$ cat config.mk
export PLATFORM = sky130hd
export DESIGN_NAME = room_compositor
export DESIGN_NICKNAME = d
export VERILOG_FILES = /design/src/rtl/adventure_pkg.sv /design/src/rtl/room_lookup.sv /design/src/rtl/room_compositor.sv
export SDC_FILE = /design/constraint.sdc
export NUM_CORES = 1
export LEC_CHECK = 0
export ABC_CLOCK_PERIOD_IN_PS = 8700
export CORE_ASPECT_RATIO = 1.25
export CORE_MARGIN = 2
export CORE_UTILIZATION = 40
export CTS_CLUSTER_DIAMETER = 80
export DETAILED_ROUTE_END_ITERATION = 7
export PLACE_DENSITY = 0.86
export SLEW_MARGIN = 20
export SYNTH_ARGS = -nofsm -noshare
export SYNTH_HDL_FRONTEND = slang
export SYNTH_HIERARCHICAL = 1
export SYNTH_SLANG_ARGS = --single-unit
$ cat constraint.sdc
create_clock -name clk_vga -period 8.7 [get_ports clk_vga]
set_clock_uncertainty 0.2 [all_clocks]
set_input_delay 2.61 -clock clk_vga [delete_from_list [all_inputs] [get_ports clk_vga]]
set_output_delay 2.61 -clock clk_vga [all_outputs]
set_load 0.05 [all_outputs]
$ cat src/rtl/adventure_pkg.sv
// ============================================================================
// adventure_pkg: shared widths, compositor FSM states and room-table packing.
// Rev 1.0
// ============================================================================
`default_nettype none

package adventure_pkg;

  typedef enum logic [0:0] {
    ST_IDLE  = 1'b0,
    ST_BLANK = 1'b1
  } comp_state_e;

  function automatic int idx_width(input int num_rooms);
    return (num_rooms <= 1) ? 1 : $clog2(num_rooms);
  endfunction

  function automatic int cnt_width(input int blank_frames);
    return (blank_frames < 1) ? 1 : $clog2(blank_frames + 1);
  endfunction

  // One table entry {x, y, idx}, right-aligned; callers truncate to the entry width.
  function automatic logic [31:0] room_entry(input int x, input int y, input int idx,
                                             input int coord_w, input int idx_w);
    int xm;
    int ym;
    int im;
    xm = x & ((1 << coord_w) - 1);
    ym = y & ((1 << coord_w) - 1);
    im = idx & ((1 << idx_w) - 1);
    return 32'((xm << (coord_w + idx_w)) | (ym << idx_w) | im);
  endfunction

endpackage

`default_nettype wire

$ cat src/rtl/room_lookup.sv
// ============================================================================
// room_lookup: combinational coordinate-table search, lowest entry wins.
// Rev 1.0
// ============================================================================
`default_nettype none

module room_lookup
  import adventure_pkg::*;
#(
  parameter int NUM_ROOMS   = 12,
  parameter int COORD_W     = 4,
  parameter int NUM_ENTRIES = 12,
  parameter int IDX_W       = idx_width(NUM_ROOMS),
  parameter logic [NUM_ENTRIES*(2*COORD_W+IDX_W)-1:0] ROOM_TABLE = '0
) (
  input  logic [COORD_W-1:0] map_x_i,
  input  logic [COORD_W-1:0] map_y_i,
  output logic               valid_o,
  output logic [IDX_W-1:0]   idx_o
);

  localparam int ENTRY_W = 2 * COORD_W + IDX_W;
  localparam logic [IDX_W:0] ROOMS_LIM = (IDX_W + 1)'(NUM_ROOMS);

  logic [NUM_ENTRIES-1:0] w_hit;
  logic [IDX_W-1:0]       w_idx [NUM_ENTRIES];

  genvar k;
  for (k = 0; k < NUM_ENTRIES; k++) begin : g_entry
    localparam logic [ENTRY_W-1:0] ENTRY = ROOM_TABLE[k*ENTRY_W +: ENTRY_W];
    assign w_idx[k] = ENTRY[IDX_W-1:0];
    assign w_hit[k] = (ENTRY[ENTRY_W-1 -: COORD_W] == map_x_i) &&
                      (ENTRY[IDX_W+COORD_W-1 -: COORD_W] == map_y_i) &&
                      ({1'b0, ENTRY[IDX_W-1:0]} < ROOMS_LIM);
  end

  // Scan high to low so the lowest-numbered hit overrides; idx is 0 on a miss.
  always_comb begin
    valid_o = 1'b0;
    idx_o   = '0;
    for (int i = NUM_ENTRIES - 1; i >= 0; i--) begin
      if (w_hit[i]) begin
        valid_o = 1'b1;
        idx_o   = w_idx[i];
      end
    end
  end

endmodule

`default_nettype wire

$ cat src/rtl/room_compositor.sv
// ============================================================================
// room_compositor: frame-synchronous room selection with post-change blanking.
// Rev 1.0
// ============================================================================
`default_nettype none

module room_compositor
  import adventure_pkg::*;
#(
  parameter int NUM_ROOMS    = 12,
  parameter int COORD_W      = 4,
  parameter int PIX_W        = 8,
  parameter int NUM_ENTRIES  = 12,
  parameter logic [NUM_ENTRIES*(2*COORD_W+idx_width(NUM_ROOMS))-1:0] ROOM_TABLE = '0,
  parameter int BLANK_FRAMES = 2,
  parameter logic [PIX_W-1:0] BG_COLOR = 8'h00
) (
  input  logic                         clk_vga,
  input  logic                         reset,
  input  logic                         frame_start,
  input  logic [COORD_W-1:0]           mapX,
  input  logic [COORD_W-1:0]           mapY,
  input  logic [NUM_ROOMS*PIX_W-1:0]   room_pixels,
  output logic [PIX_W-1:0]             mapData,
  output logic [idx_width(NUM_ROOMS)-1:0] room_id,
  output logic                         room_valid,
  output logic                         busy
);

  localparam int IDX_W = idx_width(NUM_ROOMS);
  localparam int CNT_W = cnt_width(BLANK_FRAMES);
  localparam logic [CNT_W-1:0] CNT_LOAD = CNT_W'(BLANK_FRAMES);
  localparam logic [CNT_W-1:0] CNT_ONE  = CNT_W'(1);

  comp_state_e      state_q, state_d;
  logic [CNT_W-1:0] frame_cnt_q, frame_cnt_d;
  logic [IDX_W-1:0] room_id_q, room_id_d;
  logic             room_valid_q, room_valid_d;
  logic             busy_q;
  logic [PIX_W-1:0] map_data_q;

  logic             w_lk_valid;
  logic [IDX_W-1:0] w_lk_idx;
  logic             w_change;
  logic [PIX_W-1:0] w_pix_sel;

  room_lookup #(
    .NUM_ROOMS  (NUM_ROOMS),
    .COORD_W    (COORD_W),
    .NUM_ENTRIES(NUM_ENTRIES),
    .IDX_W      (IDX_W),
    .ROOM_TABLE (ROOM_TABLE)
  ) u_lookup (
    .map_x_i(mapX),
    .map_y_i(mapY),
    .valid_o(w_lk_valid),
    .idx_o  (w_lk_idx)
  );

  assign w_change = frame_start &&
                    ({w_lk_valid, w_lk_idx} != {room_valid_q, room_id_q});

  always_comb begin
    state_d      = state_q;
    frame_cnt_d  = frame_cnt_q;
    room_id_d    = room_id_q;
    room_valid_d = room_valid_q;
    if (w_change) begin
      room_id_d    = w_lk_idx;
      room_valid_d = w_lk_valid;
      if (BLANK_FRAMES > 0) begin
        state_d     = ST_BLANK;
        frame_cnt_d = CNT_LOAD;
      end
    end else if (frame_start && (state_q == ST_BLANK)) begin
      frame_cnt_d = frame_cnt_q - CNT_ONE;
      if (frame_cnt_q == CNT_ONE) begin
        state_d = ST_IDLE;
      end
    end
  end

  // Select from the room being displayed after this edge, giving 1-cycle pixel latency.
  always_comb begin
    w_pix_sel = '0;
    for (int r = 0; r < NUM_ROOMS; r++) begin
      if (room_id_d == IDX_W'(r)) begin
        w_pix_sel = room_pixels[r*PIX_W +: PIX_W];
      end
    end
  end

  always_ff @(posedge clk_vga) begin
    if (reset) begin
      state_q      <= ST_IDLE;
      frame_cnt_q  <= '0;
      room_id_q    <= '0;
      room_valid_q <= 1'b0;
      busy_q       <= 1'b0;
      map_data_q   <= BG_COLOR;
    end else begin
      state_q      <= state_d;
      frame_cnt_q  <= frame_cnt_d;
      room_id_q    <= room_id_d;
      room_valid_q <= room_valid_d;
      busy_q       <= (state_d == ST_BLANK);
      map_data_q   <= ((state_d == ST_BLANK) || !room_valid_d) ? BG_COLOR : w_pix_sel;
    end
  end

  assign mapData    = map_data_q;
  assign room_id    = room_id_q;
  assign room_valid = room_valid_q;
  assign busy       = busy_q;

endmodule

`default_nettype wire

Word-level counts from Yosys, hierarchy flattened

Cells that the tools add are included.

Memory bits (writable): 0
Output and inout bits: 14
Flip-flop bits (word level): 16
Bits in read-only memories: 0
Memories kept: 0
Word-level logic and storage cells: 51
Bits in latches: 0

$mul: 0
Shift-type cells: 0
Order comparisons: 0
Divide/modulo/power cells: 0
Bitwise operators: 0
Equality and inequality tests: 13
Mux-type cells: 20
Reductions and logical operators: 11
Add/subtract/negate cells: 1

Operator list:

| operator              | number |
|---|---|
| $mux W8               | 12 |
| $eq A4 B3 Y1 const B  | 4 |
| $eq A4 B4 Y1 const B  | 4 |
| $logic_not A4 Y1      | 3 |
| $eq A4 B2 Y1 const B  | 2 |
| $mux W1               | 5 |
| $ne A5 B5 Y1          | 1 |
| $eq A4 B1 Y1 const B  | 1 |
| $mux W2               | 2 |
| $mux W4               | 1 |
| $reduce_or A2 Y1      | 2 |
| $logic_and A1 B1 Y1   | 3 |
| $eq A2 B1 Y1 const B  | 1 |
| $reduce_bool A2 Y1    | 1 |
| $sub A2 B1 Y2 const B | 1 |
| $logic_not A1 Y1      | 1 |
| $logic_or A1 B1 Y1    | 1 |

Logic depth before layout (Yosys ltp)

Depth after elaboration: 19
Depth in mapped cells: 8

Cells and area by module

The synthesis kept the hierarchy.

By module, submodules not included:

| module          | area an instance (sq um) | cells each | seq. area each (sq um) | times used |
|---|---|---|---|---|
| room_compositor | 1,864.3                  | 247        | 320.3                  | 1 |
| room_lookup     | 52.6                     | 8          | 0.0                    | 1 |

Worst setup path before layout

OpenSTA, ideal clock, no wires.

Path type: input port to flip-flop
Start: input mapY[3]
End: register map_data_q[0] (netlist: mapData[0])
Required time: 8.414 ns
Stages on the path: 7
Arrival time: 4.318 ns
Setup slack: 4.096 ns
Cell sequence: or4_1 -> nor2_1 -> xnor2_1 -> nand3_1 -> o31ai_2 -> nand3_2 -> a211oi_1

Cells in the longest elaborated chain, start to end: 19

RTL lines:

| item                  | line                   | text |
|---|---|---|
| start, declared       | room_compositor.sv:22  | `input logic [COORD_W-1:0] mapY,` |
| $logic_not A4 Y1 *    | room_lookup.sv:33      | `(ENTRY[IDX_W+COORD_W-1 -: COORD_W] == map_y_i) &&` |
| $logic_and A1 B1 Y1 * | room_lookup.sv:32      | `assign w_hit[k] = (ENTRY[ENTRY_W-1 -: COORD_W] == map_x_i) &&` |
| $mux W1 *             | room_lookup.sv:42      | `if (w_hit[i]) begin` |
| net w_lk_valid        | room_compositor.sv:42  | `logic w_lk_valid;` |
| $ne A5 B5 Y1          | room_compositor.sv:61  | `({w_lk_valid, w_lk_idx} != {room_valid_q, room_id_q});` |
| $logic_and A1 B1 Y1   | room_compositor.sv:60  | `assign w_change = frame_start &&` |
| $mux W4               | room_compositor.sv:68  | `if (w_change) begin` |
| $logic_not A4 Y1      | room_compositor.sv:87  | `if (room_id_d == IDX_W'(r)) begin` |
| $mux W8 (12 in a row) | room_compositor.sv:87  |  |
| end signal, assigned  | room_compositor.sv:107 | `map_data_q <= ((state_d == ST_BLANK) \|\| !room_valid_d) ? BG_COLOR : w_pix_sel;` |
| end, declared         | room_compositor.sv:40  | `logic [PIX_W-1:0] map_data_q;` |

Mark *: on every way through the listed nets, which the timed path passes. The rest lies on a longest branch.
A chain may end at the register's enable or synchronous reset.

Final worst setup path

Start: input frame_start
End: register map_data_q[2] (netlist: mapData[2])

Cells in the longest elaborated chain, start to end: 15

RTL lines:

| item                  | line                  | text |
|---|---|---|
| start, declared       | room_compositor.sv:20 | `input logic frame_start,` |
| $logic_and A1 B1 Y1   | room_compositor.sv:60 |  |
| $mux W4               | room_compositor.sv:68 |  |
| $logic_not A4 Y1      | room_compositor.sv:87 |  |
| $mux W8 (12 in a row) | room_compositor.sv:87 |  |

Several ways; a longest one is shown, not always the timed one.

==> impl_metrics.csv <==
group,metric,value,unit
run_status,run_status,"finished clean",
synthesis,avgSynthCellArea,7.52,um2
drt,wl_per_cell,16.7,um
power,powerDensity,92.5,nW/um2
synthesis,synth_edf_count,0,
synthesis,yosysSeqAreaShare,16.7,%
drt,ant_nets,0,
placement,hpwl,5.42,mm
synthesis,synth_area_leaders,"dfxtp_1 (17%), nand2_1 (8.4%), mux2i_1 (8.4%), o211ai_1 (3.9%), buf_4 (3.5%)",
die,coreArea,4660,um2
cells_and_area,num_antenna_cells,0,
synthesis,synth_flop_cell,"dfxtp_1",
cells_and_area,stdcell_area,3090,um2
die,die_h,81.4,um
placement,pre_cts_ws,2.90,ns
cells_and_area,area_growth,61.1,%
timing,timing.final.crit_share,63.8,%
clocking,clkSinkCount,16,
cells_and_area,post-route-util,66.3,%
global_routing,grt_max_degree,38,
clocking,clockBufferDepth,2,
global_routing,grt_pass1_vias,2280,
clocking,cts_hold_buffers,0,
global_routing,grt.met2_usage,47.0,%
critical_path,arrival,5.52,ns
timing,setup_tns,0,ns
drt,num_vias,2484,
cells_and_area,drive_gt1_share,7.28,%
critical_path,crit_type,"input pin to register",
critical_path,cp.required,8.67,ns
die,start_util,41.1,%
drt,viasPerCell,5.96,
drt,drcViolationCount,0,
critical_path,cp-start-kind,"input pin",
cells_and_area,multiInputGateArea,1410,um2
placement,io_buffer_count,120,
timing,maxSlewHeadroom,37.8,%
cells_and_area,nNetsFinal,466,
timing,holdWs,0.337,ns
timing,tightestPinTransition,0.930,ns
power,vdd_drop_max,0.0000431,V
synthesis,syn_area,1920,um2
global_routing,track_usage,25.4,%
clocking,post-cts-setup-buffer-count,0,
synthesis,ys_ff_latch,16,
critical_path,reg2reg_to,"mapData[1]$_SDFF_PP0_",
clocking,clkTransAtPathRegs,0.07,ns
timing,rsz0062_at_grt,"no",
clocking,numCtsBuffers,3,
synthesis,synth.distinct_cells,58,
timing,setup_slack,3.15,ns
cells_and_area,layout_commonest_cell,"clkdlybuf4s50_1",
global_routing,grt_overflow_total,0,
drt,drt-total-wl,6.95,mm
timing,finalHoldViolCount,0,
die,die-area,5370,um2
placement,postPlaceCellArea,3030,um2
cells_and_area,nFillCells,392,
clocking,clkLatencyLatePin,0.26,ns
die,die_w,65.9,um
cells_and_area,final_cells,417,
timing,maxSlewViolCount,0,
run,maxCapViolCount,0,
critical_path,r2r_slack,6.25,ns
clocking,cts-root-buf,"clkbuf_8",
global_routing,met1_usage,26.7,%
global_routing,antenna_found_initial,0,
drt,first_pass_iters,5,
placement,gp_congestion,0.945,
cells_and_area,regArea,320,um2
global_routing,grt.met3_usage,4.02,%
timing,min_period,5.55,ns
synthesis,yosys.area.top_type,"dfxtp_1",
clocking,cts_tree,"yes",
clocking,cts_resized,0,
timing,setup_viol,0,
power,leakage,1.13,nW
die,io_pins,121,
global_routing,grt_pass1_wl,10.4,mm
critical_path,crit_start,"frame_start",
global_routing,grt.busiest_layer,"met2",
worst_hold_path,worstHoldPathCells,2,
synthesis,synth_cells,255,
cells_and_area,mostFrequentLayoutCells,"clkdlybuf4s50_1 (120), nand2_1 (43), mux2i_1 (16), dfxtp_1 (16)",
critical_path,cp_max_fo,21,
synthesis,synth.top_cell.area_share,16.7,%
worst_hold_path,holdPathEnd,"busy$_SDFF_PP0_",
critical_path,reg2reg_depth,5,
synthesis,synthArstFlopShare,0,%
placement,placedCellCount,413,
worst_hold_path,min_path_type,"register to register",
timing,max_freq,180,MHz
critical_path,timing.rr.start,"room_id[0]$_SDFF_PP0_",
clocking,cts_max_level,1,
power,power.total,0.286,mW
worst_hold_path,hold_path.startpoint,"busy$_SDFF_PP0_",
die,rows,28,
synthesis,ys_warn_count,6,
critical_path,cp-end-kind,"register",
drt,drtIter0Drc,205,
[metal layers]
metal / wire, um / vias up
met5: 0 / -
met4: 331 / 0
met3: 667 / 23
met2: 3520 / 185
met1: 2440 / 1128
li1: - / 1148
[registers in the layout (all words and copies together), names as in the netlist]
signal,flops
busy,1
frame_cnt_q,2
room_id,4
room_valid,1
mapData,8
[kinds of logic (layout without fill, tap and decap cells)]
family	after synthesis	after routing	share of synthesized area [%]
buffers and inverters	32	131	10.6
other	1	4	0.196
xor gates and xnor gates	4	4	1.83
adders and majority gates	1	1	0.653
DFF	16	16	16.7
muxes	24	24	15.1
and+or+nand+nor	101	101	27.1
AOI/OAI and AO/OA	76	76	27.8
[worst max-delay path, stage by stage]
cell,delay (ns)
clkdlybuf4s50_1,1.08
mux2i_2,0.83
o21ai_0,0.38
o22ai_1,0.23
o22ai_1,0.12
a311oi_1,0.26
[worst max-delay path by stage]
stage,to,slack [ns]
floorplan,mapData[0]$_SDFF_PP0_,4.10
global placement,mapData[3]$_SDFF_PP0_,3.03
detailed placement,mapData[2]$_SDFF_PP0_,2.90
CTS,mapData[2]$_SDFF_PP0_,3.16
global route,mapData[3]$_SDFF_PP0_,2.91
finish,mapData[2]$_SDFF_PP0_,3.15
[final cells by class]
cell class	count	area share [%]
tap	60	2.43
multi-input combinational	210	45.7
clock buffer	4	1.78
inverter	7	0.851
sequential	16	10.4
timing repair buffer	120	38.9
[report_power, final]
group	leakage (nW)	total, mW	switching [mW]	internal (mW)
clock network	0.0288	0.0695	0.0292	0.0403
registers	0.130	0.0787	0.00338	0.0754
logic	0.968	0.137	0.0630	0.0744
total	1.13	0.286	0.0956	0.190
[synth_stat cells, types with 4 or more instances]
cell type / instances
a21oi_1: 12
buf_2: 9
buf_4: 9
buf_6: 5
dfxtp_1: 16
inv_1: 7
mux2i_1: 16
nand2_1: 43
nand3_1: 13
nor2_1: 13
nor3_1: 9
o211ai_1: 10
o21ai_0: 12
o21ai_1: 7
o221ai_1: 4
o22ai_1: 7
xnor2_1: 4
Note: power is estimated with default switching activity, not from simulation.
